--- src/rtl/cam_mux_rr_arbiter_if.sv ---
// Handshake and bus bundle for the CAM read-mux round-robin arbiter.
// The arbiter side uses modport master; the requester/consumer side uses slave.
interface cam_mux_rr_arbiter_if #(
    parameter int NUM_REQ = 32,
    parameter int SEL_W   = 5,
    parameter int DATA_W  = 32
);
    logic [NUM_REQ-1:0]             req_i;
    logic [NUM_REQ-1:0][DATA_W-1:0] data_i;
    logic [SEL_W-1:0]               sel_o;
    logic [DATA_W-1:0]              data_o;
    logic                           valid_o;
    logic                           ready_i;
    logic [NUM_REQ-1:0]             gnt_o;
    logic                           busy_o;

    modport master (
        input  req_i, data_i, ready_i,
        output sel_o, data_o, valid_o, gnt_o, busy_o
    );

    modport slave (
        output req_i, data_i, ready_i,
        input  sel_o, data_o, valid_o, gnt_o, busy_o
    );
endinterface

--- src/rtl/cam_mux_rr_arbiter.sv ---
// Round-robin arbiter sharing the 32-way, 32-bit read mux among 32 requesters.
// The selected word is offered downstream with a valid/ready handshake.
// Optional feature macro: ARB_BACK_TO_BACK_EN -- when defined, a handshake
// immediately re-arbitrates among the remaining requesters and stays in SERVE,
// giving one transfer per cycle; when undefined the arbiter always returns to
// IDLE after a handshake.
module cam_mux_rr_arbiter #(
    parameter int NUM_REQ = 32,
    parameter int SEL_W   = 5,
    parameter int DATA_W  = 32
) (
    input  logic                  clk_i,
    input  logic                  rst_ni,
    cam_mux_rr_arbiter_if.master  bus
);

    typedef enum logic {
        IDLE  = 1'b0,
        SERVE = 1'b1
    } state_e;

    state_e           state_q;
    logic [SEL_W-1:0] ptr_q;
    logic [SEL_W-1:0] sel_q;

    logic             serve_w;
    logic             hs_w;
    logic [SEL_W-1:0] idle_pick_w;
    logic [SEL_W-1:0] next_ptr_w;

    // Circular priority search: the first set bit at or after 'start',
    // wrapping modulo NUM_REQ. The request vector is rotated so that 'start'
    // lands on bit 0, the lowest set bit is found, and the offset is added back.
    function automatic logic [SEL_W-1:0] rr_search(
        input logic [NUM_REQ-1:0] req,
        input logic [SEL_W-1:0]   start
    );
        logic [2*NUM_REQ-1:0] dbl;
        logic [NUM_REQ-1:0]   rot;
        logic [SEL_W-1:0]     off;
        dbl = {req, req} >> start;
        rot = dbl[NUM_REQ-1:0];
        off = '0;
        for (int i = NUM_REQ - 1; i >= 0; i--) begin
            if (rot[i]) off = SEL_W'(i);
        end
        return start + off;
    endfunction

    assign serve_w     = (state_q == SERVE);
    assign hs_w        = serve_w & bus.ready_i;
    assign idle_pick_w = rr_search(bus.req_i, ptr_q);
    assign next_ptr_w  = sel_q + SEL_W'(1);

`ifdef ARB_BACK_TO_BACK_EN
    logic [NUM_REQ-1:0] remain_w;
    logic [SEL_W-1:0]   b2b_pick_w;

    // Requests still pending once the current winner is served.
    assign remain_w   = bus.req_i & ~(NUM_REQ'(1) << sel_q);
    assign b2b_pick_w = rr_search(remain_w, next_ptr_w);
`endif

    // Arbitration FSM: state, rotating priority pointer and registered select.
    always_ff @(posedge clk_i or negedge rst_ni) begin
        if (!rst_ni) begin
            state_q <= IDLE;
            ptr_q   <= '0;
            sel_q   <= '0;
        end else begin
            case (state_q)
                IDLE: begin
                    if (|bus.req_i) begin
                        sel_q   <= idle_pick_w;
                        state_q <= SERVE;
                    end
                end
                SERVE: begin
                    if (hs_w) begin
                        // A handshake wins over a same-cycle request drop.
                        ptr_q <= next_ptr_w;
`ifdef ARB_BACK_TO_BACK_EN
                        if (|remain_w) begin
                            sel_q <= b2b_pick_w;
                        end else begin
                            state_q <= IDLE;
                        end
`else
                        state_q <= IDLE;
`endif
                    end else if (!bus.req_i[sel_q]) begin
                        // Requester withdrew before being accepted: abort
                        // without a grant and keep the pointer where it was.
                        state_q <= IDLE;
                    end
                end
                default: state_q <= IDLE;
            endcase
        end
    end

    // Downstream outputs: select and valid come straight from registers,
    // the data path runs through the mux and is zeroed when not valid.
    always_comb begin
        bus.sel_o   = sel_q;
        bus.valid_o = serve_w;
        bus.busy_o  = serve_w;
        bus.data_o  = serve_w ? bus.data_i[sel_q] : '0;
    end

    // One-hot grant, asserted only in the handshake cycle.
    always_comb begin
        bus.gnt_o        = '0;
        bus.gnt_o[sel_q] = hs_w;
    end

endmodule

--- src/flat_wrapper.sv ---
// flat-port wrapper written by rule: the top's interface ports become plain ports
module cam_mux_rr_arbiter_flat 
#(
    parameter int NUM_REQ = 32,
    parameter int SEL_W   = 5,
    parameter int DATA_W  = 32
)
  (clk_i, rst_ni, bus_req_i, bus_data_i, bus_ready_i, bus_sel_o, bus_data_o, bus_valid_o, bus_gnt_o, bus_busy_o);
  cam_mux_rr_arbiter_if #(.NUM_REQ(NUM_REQ), .SEL_W(SEL_W), .DATA_W(DATA_W)) bus_i ();
  input  logic clk_i;
  input  logic rst_ni;
  input wire logic [$bits(bus_i.req_i)-1:0] bus_req_i;
  input wire logic [$bits(bus_i.data_i)-1:0] bus_data_i;
  input wire logic [$bits(bus_i.ready_i)-1:0] bus_ready_i;
  output wire logic [$bits(bus_i.sel_o)-1:0] bus_sel_o;
  output wire logic [$bits(bus_i.data_o)-1:0] bus_data_o;
  output wire logic [$bits(bus_i.valid_o)-1:0] bus_valid_o;
  output wire logic [$bits(bus_i.gnt_o)-1:0] bus_gnt_o;
  output wire logic [$bits(bus_i.busy_o)-1:0] bus_busy_o;
  assign bus_i.req_i = bus_req_i;
  assign bus_i.data_i = bus_data_i;
  assign bus_i.ready_i = bus_ready_i;
  assign bus_sel_o = bus_i.sel_o;
  assign bus_data_o = bus_i.data_o;
  assign bus_valid_o = bus_i.valid_o;
  assign bus_gnt_o = bus_i.gnt_o;
  assign bus_busy_o = bus_i.busy_o;
  cam_mux_rr_arbiter #(.NUM_REQ(NUM_REQ), .SEL_W(SEL_W), .DATA_W(DATA_W)) u_core (.clk_i(clk_i), .rst_ni(rst_ni), .bus(bus_i));
endmodule
--- config.mk ---
export PLATFORM = sky130hd
export DESIGN_NAME = cam_mux_rr_arbiter_flat
export DESIGN_NICKNAME = d
export VERILOG_FILES = /design/src/rtl/cam_mux_rr_arbiter_if.sv /design/src/rtl/cam_mux_rr_arbiter.sv /design/src/flat_wrapper.sv
export SDC_FILE = /design/constraint.sdc
export NUM_CORES = 1
export LEC_CHECK = 0
export CELL_PAD_IN_SITES_DETAIL_PLACEMENT = 2
export CELL_PAD_IN_SITES_GLOBAL_PLACEMENT = 2
export CORE_AREA = 5 5 438 440
export CTS_CLUSTER_SIZE = 40
export DETAILED_ROUTE_END_ITERATION = 12
export DIE_AREA = 0 0 443 445
export GPL_TIMING_DRIVEN = 0
export HOLD_SLACK_MARGIN = 0.06
export PLACE_DENSITY = 0.41
export REMOVE_ABC_BUFFERS = 1
export SLEW_MARGIN = 20
export SYNTH_ARGS = -nofsm -noshare
export SYNTH_HDL_FRONTEND = slang
export SYNTH_SLANG_ARGS = --single-unit
--- constraint.sdc ---
create_clock -name clk_i -period 8.72 [get_ports clk_i]
set_input_delay 0.872 -clock clk_i [delete_from_list [all_inputs] [get_ports clk_i]]
set_output_delay 0.872 -clock clk_i [all_outputs]
set_load 0.03 [all_outputs]
==> metrics, run 1 <==
status complete, no violations; drt drc 0; Crit path top cell by count mux2i_1; detailed-placement wirelength estimate 141000 microns; Hold Path Class reg2reg; Bufs and invs on worst path 2; initial core utilization 6.56%; crit path max-delay cell type clkdlybuf4s50_1; period utilization 67.2%; ranking of synthesized cells by area mux4_2 60%, a22oi_1 5.0%, mux2i_1 4.2%, clkbuf_1 2.8%, dfrtp_1 2.2%; async set-reset flop share out of synthesis 100%; RD Place Congestion 0.863; Avg Vias per Cell 3.57; first-pass GRT wire length 200000 microns; Yosys cell types 70; Critical Path Sink Type flip-flop; Seq. cell area 297 sq um; total congestion overflow 0; min Tclk post-route 5860 ps; Worst path depth 18; drt pass-1 iters 5; layout cells sized above 1 20.7%; startpoint types input port; H-tree depth 1; CP Data Arrival Time 5970 ps; Pwr Density 266 nW/um^2; Die Area 197000 sq um; vias in the first global route 18100; CTS tree yes; Yosys warning total 0; RSZ-0062 raised after global routing no; Seq cells post-synth 11; cell row count 159; 1st-iter DRT viols 868; CP Max Fanout 12; CP startpoint bus_req_i[8]; Max Slew Vio Count 0; Routed Antenna Nets 0; count leader, synth mux4_2; Mapped Avg Cell Area 12.1 sq um; Final Cell Area 27000 sq um; leakage 8.33 nW; worst slew pin tran 1010 ps; Port-buffer cells 1129; met3 usage 2.91%; largest net degree at the start of global routing 47; Root Driver clkbuf_16; Fill cells 21300; FF-to-FF End u_core.bus.sel_o[4]; Max-Cap Viols 0; worst setup path end u_core.bus.sel_o[4]; cell count after synthesis 1013; antenna violations before repair 81; die span in y 445 microns; postcts setup bufs 0; final setup fails 0; Max VDD drop 0.000133 V; core area 187000 sq um; Worst R2R Path Depth 18; WP data required 8830 ps; maximum clock rate 171 MHz; grt met2 use 29.7%; Multi-input gate area 11300 sq um; final worst slack 2860 ps; Clock Latency Late Sink 230 ps; WL/cell 34.7 microns; nets 3110; post-synthesis sequential area ratio 2.24%; Setup CP Type in2reg; final wirelength 158000 microns; area delta synth->final 120%; CTS-repair resized insts 0; cell taking the most area after synthesis mux4_2; Yosys top cell area share 60.0%; RR Startpoint u_core.ptr_q[1]; worst-path cell chain clkdlybuf4s50_1, mux4_1, mux2i_1, inv_1, mux4_2, nor2_1, a211oi_1, o211ai_1, o21ai_1, ha_1, fa_1, a21o_1, a21oi_1, xnor2_1, nand2b_1, a41oi_1, mux2i_1, nand2_1; Clock Skews 0.520 ps; Rel. slew slack 32.4%; critical path's largest stage delay 840 ps; Syn Std Cell Area 12300 sq um; Post-synth EDFFs 0; Hold Buf Count CTS 0; routed vias 16200; dpl ws 2520 ps; Max Root-Sink Buffers 2; Reg2Reg Setup Slack 3210 ps; overall routing resource usage 15.1%; GR peak layer met2; synth cell count leaders 327 x mux4_2, 92 x clkbuf_1, 82 x a22oi_1; Num CTS Buffers 3; critical path's top delay family multiplexers; Worst-path clk slew 40 ps; CTS Sinks 11; # IOs 1130; Cell Area, Placed 26900 sq um; grt met1 use 17.6%; Most used DFF post-synth dfrtp_1; die extent in x 443 microns; Final Hold Vio Count 0
state kept, by name, summed over array words and instances, names as in the netlist:
name,cells
u_core.bus.busy_o,1
u_core.bus.sel_o,5
u_core.ptr_q,5
final cells by class:
cell class | count | share of cell area (%)
diodes | 11 | 0.102
clock buffers | 4 | 0.292
flip-flops and latches | 11 | 1.10
well taps | 2495 | 11.6
inverters | 13 | 0.199
multi-input cells | 842 | 42.0
repair buffers | 1171 | 44.7
worst register-to-register path: stages (launching register included):
cell,delay [ps]
dfrtp_4,800
buf_12,340
mux4_2,640
mux4_2,550
mux2_2,290
a311o_1,380
a21boi_1,270
o221ai_1,180
a31oi_1,190
o21ai_1,130
ha_1,250
fa_1,440
a21o_1,200
a21oi_1,180
xnor2_1,110
nand2b_1,110
a41oi_1,40
mux2i_1,220
nand2_1,70
placed cells by master, fill, tap and decap left out, types with 10 or more instances in the layout:
cell type        netlist  layout
buf_12                 1      18
a21oi_1               10      10
nor2_1                54      53
mux2_2                24      24
clkdlybuf4s50_1        0    1129
buf_16                 0      11
o22ai_1               12      12
nand2b_1              10      10
nand2_1               36      36
buf_4                  4      12
a22o_1                30      30
mux4_2               327     327
a221oi_1              29      29
mux4_1                10      10
diode_2                0      11
o21ai_0               10      10
a31oi_1               26      26
a22oi_1               82      82
mux2i_1               51      51
worst min path at each step:
stage	startpoint	to	slack, ps	cells after the start
4_1_cts	u_core.ptr_q[4]	u_core.ptr_q[4]	680	2
3_5_place_dp	u_core.ptr_q[4]	u_core.ptr_q[4]	650	2
6_report	u_core.ptr_q[4]	u_core.ptr_q[4]	670	2
2_1_floorplan	rst_ni	u_core.bus.busy_o	580	0
3_3_place_gp	u_core.bus.sel_o[4]	u_core.bus.sel_o[4]	850	2
5_1_grt	u_core.ptr_q[4]	u_core.ptr_q[4]	710	2
report_power, final:
| group | internal, W | switching (W) | leakage, nW | total [W] |
|---|---|---|---|---|
| sequential | 0.0000832 | 0.000189 | 0.127 | 0.000273 |
| combinational | 0.00312 | 0.00370 | 8.17 | 0.00683 |
| clock | 0.0000612 | 0.0000206 | 0.0382 | 0.0000818 |
layer usage:
metal	up-vias	wire length (microns)	part of all wire, %
li1	6652	-	-
met1	8730	61000	39
met2	667	87200	55
met3	130	7920	5.0
met4	46	1340	0.85
met5	-	298	0.19
cells by family after synthesis:
group	after synthesis	synth area share (%)
multiplexers	413	68.6
AO/OA/AOI/OAI	250	15.4
AND/OR/NAND/NOR	164	6.62
buffers and inverters	160	5.74
flip-flops	11	2.24
adder cells (fa/ha/maj)	9	0.978
XOR/XNOR	6	0.428
metrics by stage:
| step | cells | total power, W | hold WS, ps | utilization [%] | setup TNS (ps) |
|---|---|---|---|---|---|
| finish | 4547 | 0.00718 | 670 | 14.4 | 0 |
| global route | 4537 | 0.00760 | 711 | 14.4 | 0 |
| CTS | 4536 | 0.00738 | 680 | 14.4 | 0 |
| detailed placement | 4532 | 0.00727 | 649 | 14.4 | 0 |
| global placement | 4490 | 0.00728 | 853 | 13.9 | -725280 |
| floorplan | 866 | 0.00489 | 576 | - | -262050 |
(Power assumes the default switching activity.)
==> run 2: changes to the inputs <==
==> constraint.sdc (replaced) <==
create_clock -name clk_i -period 5.8 [get_ports clk_i]
set_input_delay 0.58 -clock clk_i [delete_from_list [all_inputs] [get_ports clk_i]]
set_output_delay 0.58 -clock clk_i [all_outputs]
set_load 0.03 [all_outputs]
==> metrics, run 2 (same netlist as run 1, synthesis figures left out) <==
status complete, no violations; drt drc 0; sw frac 54.4%; CP Max Fanout 12; period utilization 95.3%; Critical Path Sink Type flip-flop; Pint 0.00493 W; min Tclk post-route 5530 ps; die span in y 445 microns; clock share of power 1.1%; CTS tree yes; FF-to-FF End u_core.bus.sel_o[4]; Hold Path Class reg2reg; Die Area 197000 sq um; WP data required 5910 ps; H-tree depth 1; Worst R2R Path Depth 18; Clock Skews 1.12 ps; Reg2Reg Setup Slack 430 ps; Avg Vias per Cell 3.56; worst slew pin tran 1000 ps; Final Hold Vio Count 0; Max VDD drop 0.000193 V; commonest non-fill, non-tap cell in the layout clkdlybuf4s50_1; CP startpoint bus_req_i[14]; Power, Total 0.0108 W; Max Root-Sink Buffers 2; layout cells sized above 1 20.8%; startpoint types input port; 1st-iter DRT viols 864; RR Startpoint u_core.ptr_q[1]; routed vias 16200; antenna violations before repair 81; Num CTS Buffers 3; cell row count 159; leakage 8.34 nW; initial core utilization 6.56%; core area 187000 sq um; WL/cell 34.7 microns; CP Data Arrival Time 5640 ps; Setup CP Type in2reg; Root Driver clkbuf_16; area delta synth->final 120%; combinational power share 95.2%; vias in the first global route 18100; Worst-path clk slew 40 ps; die extent in x 443 microns; final wirelength 158000 microns; total congestion overflow 0; Pwr Density 401 nW/um^2; worst setup path end u_core.bus.sel_o[4]; RD Place Congestion 0.863; overall routing resource usage 15.1%; Max-Cap Viols 0; Port-buffer cells 1129; Routed Antenna Nets 0; # IOs 1130; largest net degree at the start of global routing 47; Clock Latency Late Sink 230 ps; Fill cells 21300; Max Slew Vio Count 0; drt pass-1 iters 5; RSZ-0062 raised after global routing no; nets 3111; post-route insts no fill 4546; cell total after placement 4532; Hold Buf Count CTS 0; setup tns final 0 ps; switching power 0.00590 W; CTS Sinks 11; most frequent cells in the layout 1129 x clkdlybuf4s50_1, 327 x mux4_2, 82 x a22oi_1, 53 x nor2_1, 49 x mux2i_1; first-pass GRT wire length 200000 microns; maximum clock rate 181 MHz; Seq pwr share 3.6%; final setup fails 0; detailed-placement wirelength estimate 141000 microns; Rel. slew slack 32.6%
## run 2: cell types whose count changed in the layout (fill, tap and decap cells not counted), sizes merged
cell / before / now
diode: 11 / 9
buf: 42 / 43
## run 2: worst min path at each step
stage,slack (ps),startpoint,depth (start not counted),end
2_1_floorplan,280,rst_ni,0,u_core.bus.busy_o
3_3_place_gp,850,u_core.bus.sel_o[4],2,u_core.bus.sel_o[4]
6_report,660,u_core.ptr_q[4],2,u_core.ptr_q[4]
4_1_cts,680,u_core.ptr_q[4],2,u_core.ptr_q[4]
5_1_grt,710,u_core.ptr_q[4],2,u_core.ptr_q[4]
3_5_place_dp,650,u_core.ptr_q[4],2,u_core.ptr_q[4]
## run 2: timing repair
item | 4_1_cts | 5_1_grt
resized for setup | 0 | 2
buffers inserted | 0 | 1
endpoints found under the setup margin | 0 | 1
endpoints found under the hold margin | 0 | 0
## run 2: power groups by stage
stage | registers, W | clock network [W] | logic, W
global route | 0.000418 | 0.000133 | 0.0109
global placement | 0.00103 | 0 | 0.00837
floorplan | 0.000912 | 0 | 0.00572
CTS | 0.000423 | 0.000127 | 0.0105
finish | 0.000392 | 0.000123 | 0.0103
detailed placement | 0.000423 | 0 | 0.0105
## run 2: final cells by class
class | count | area, sq um | area share, %
timing repair buffer | 1172 | 12100 | 44.8
sequential | 11 | 297 | 1.10
inverter | 13 | 53.8 | 0.199
antenna | 9 | 22.5 | 0.0834
multi-input combinational | 842 | 11300 | 42.0
tap | 2495 | 3120 | 11.6
clock buffer | 4 | 78.8 | 0.292
## run 2: per-stage QoR
stage | area (sq um) | utilization (%) | hold WS, ps | worst slack [ps]
global placement | 26000 | 13.9 | 853 | -13870
finish | 27000 | 14.4 | 664 | 274
global route | 27000 | 14.4 | 711 | 24.9
detailed placement | 26900 | 14.4 | 649 | -103
floorplan | 11600 | - | 284 | -6690
CTS | 26900 | 14.4 | 680 | 151
## run 2: worst max-delay path: stages
cell	delay, ps
clkdlybuf4s50_1	830
mux4_2	630
mux4_2	530
mux2_2	290
a311o_1	380
a21boi_1	270
o221ai_1	180
a31oi_1	190
o21ai_1	130
ha_1	250
fa_1	440
a21o_1	200
a21oi_1	180
xnor2_1	110
nand2b_1	110
a41oi_1	40
mux2i_1	230
nand2_1	70
## run 2: layer usage
metal / global-route usage (%) / wire (microns)
met3: 2.91 / 7940
met4: 0.855 / 1330
met1: 17.6 / 61100
met5: 0 / 317
met2: 29.7 / 87300
==> run 3: changes to the inputs <==
--- a/config.mk
+++ b/config.mk
@@ -11,6 +11,7 @@
 export CTS_CLUSTER_SIZE = 40
 export DETAILED_ROUTE_END_ITERATION = 12
 export DIE_AREA = 0 0 443 445
+export GPL_ROUTABILITY_DRIVEN = 0
 export GPL_TIMING_DRIVEN = 0
 export HOLD_SLACK_MARGIN = 0.06
 export PLACE_DENSITY = 0.41
==> results of run 3 <==
Same layout as run 2: the final DEF is identical, and so are final timing and power.
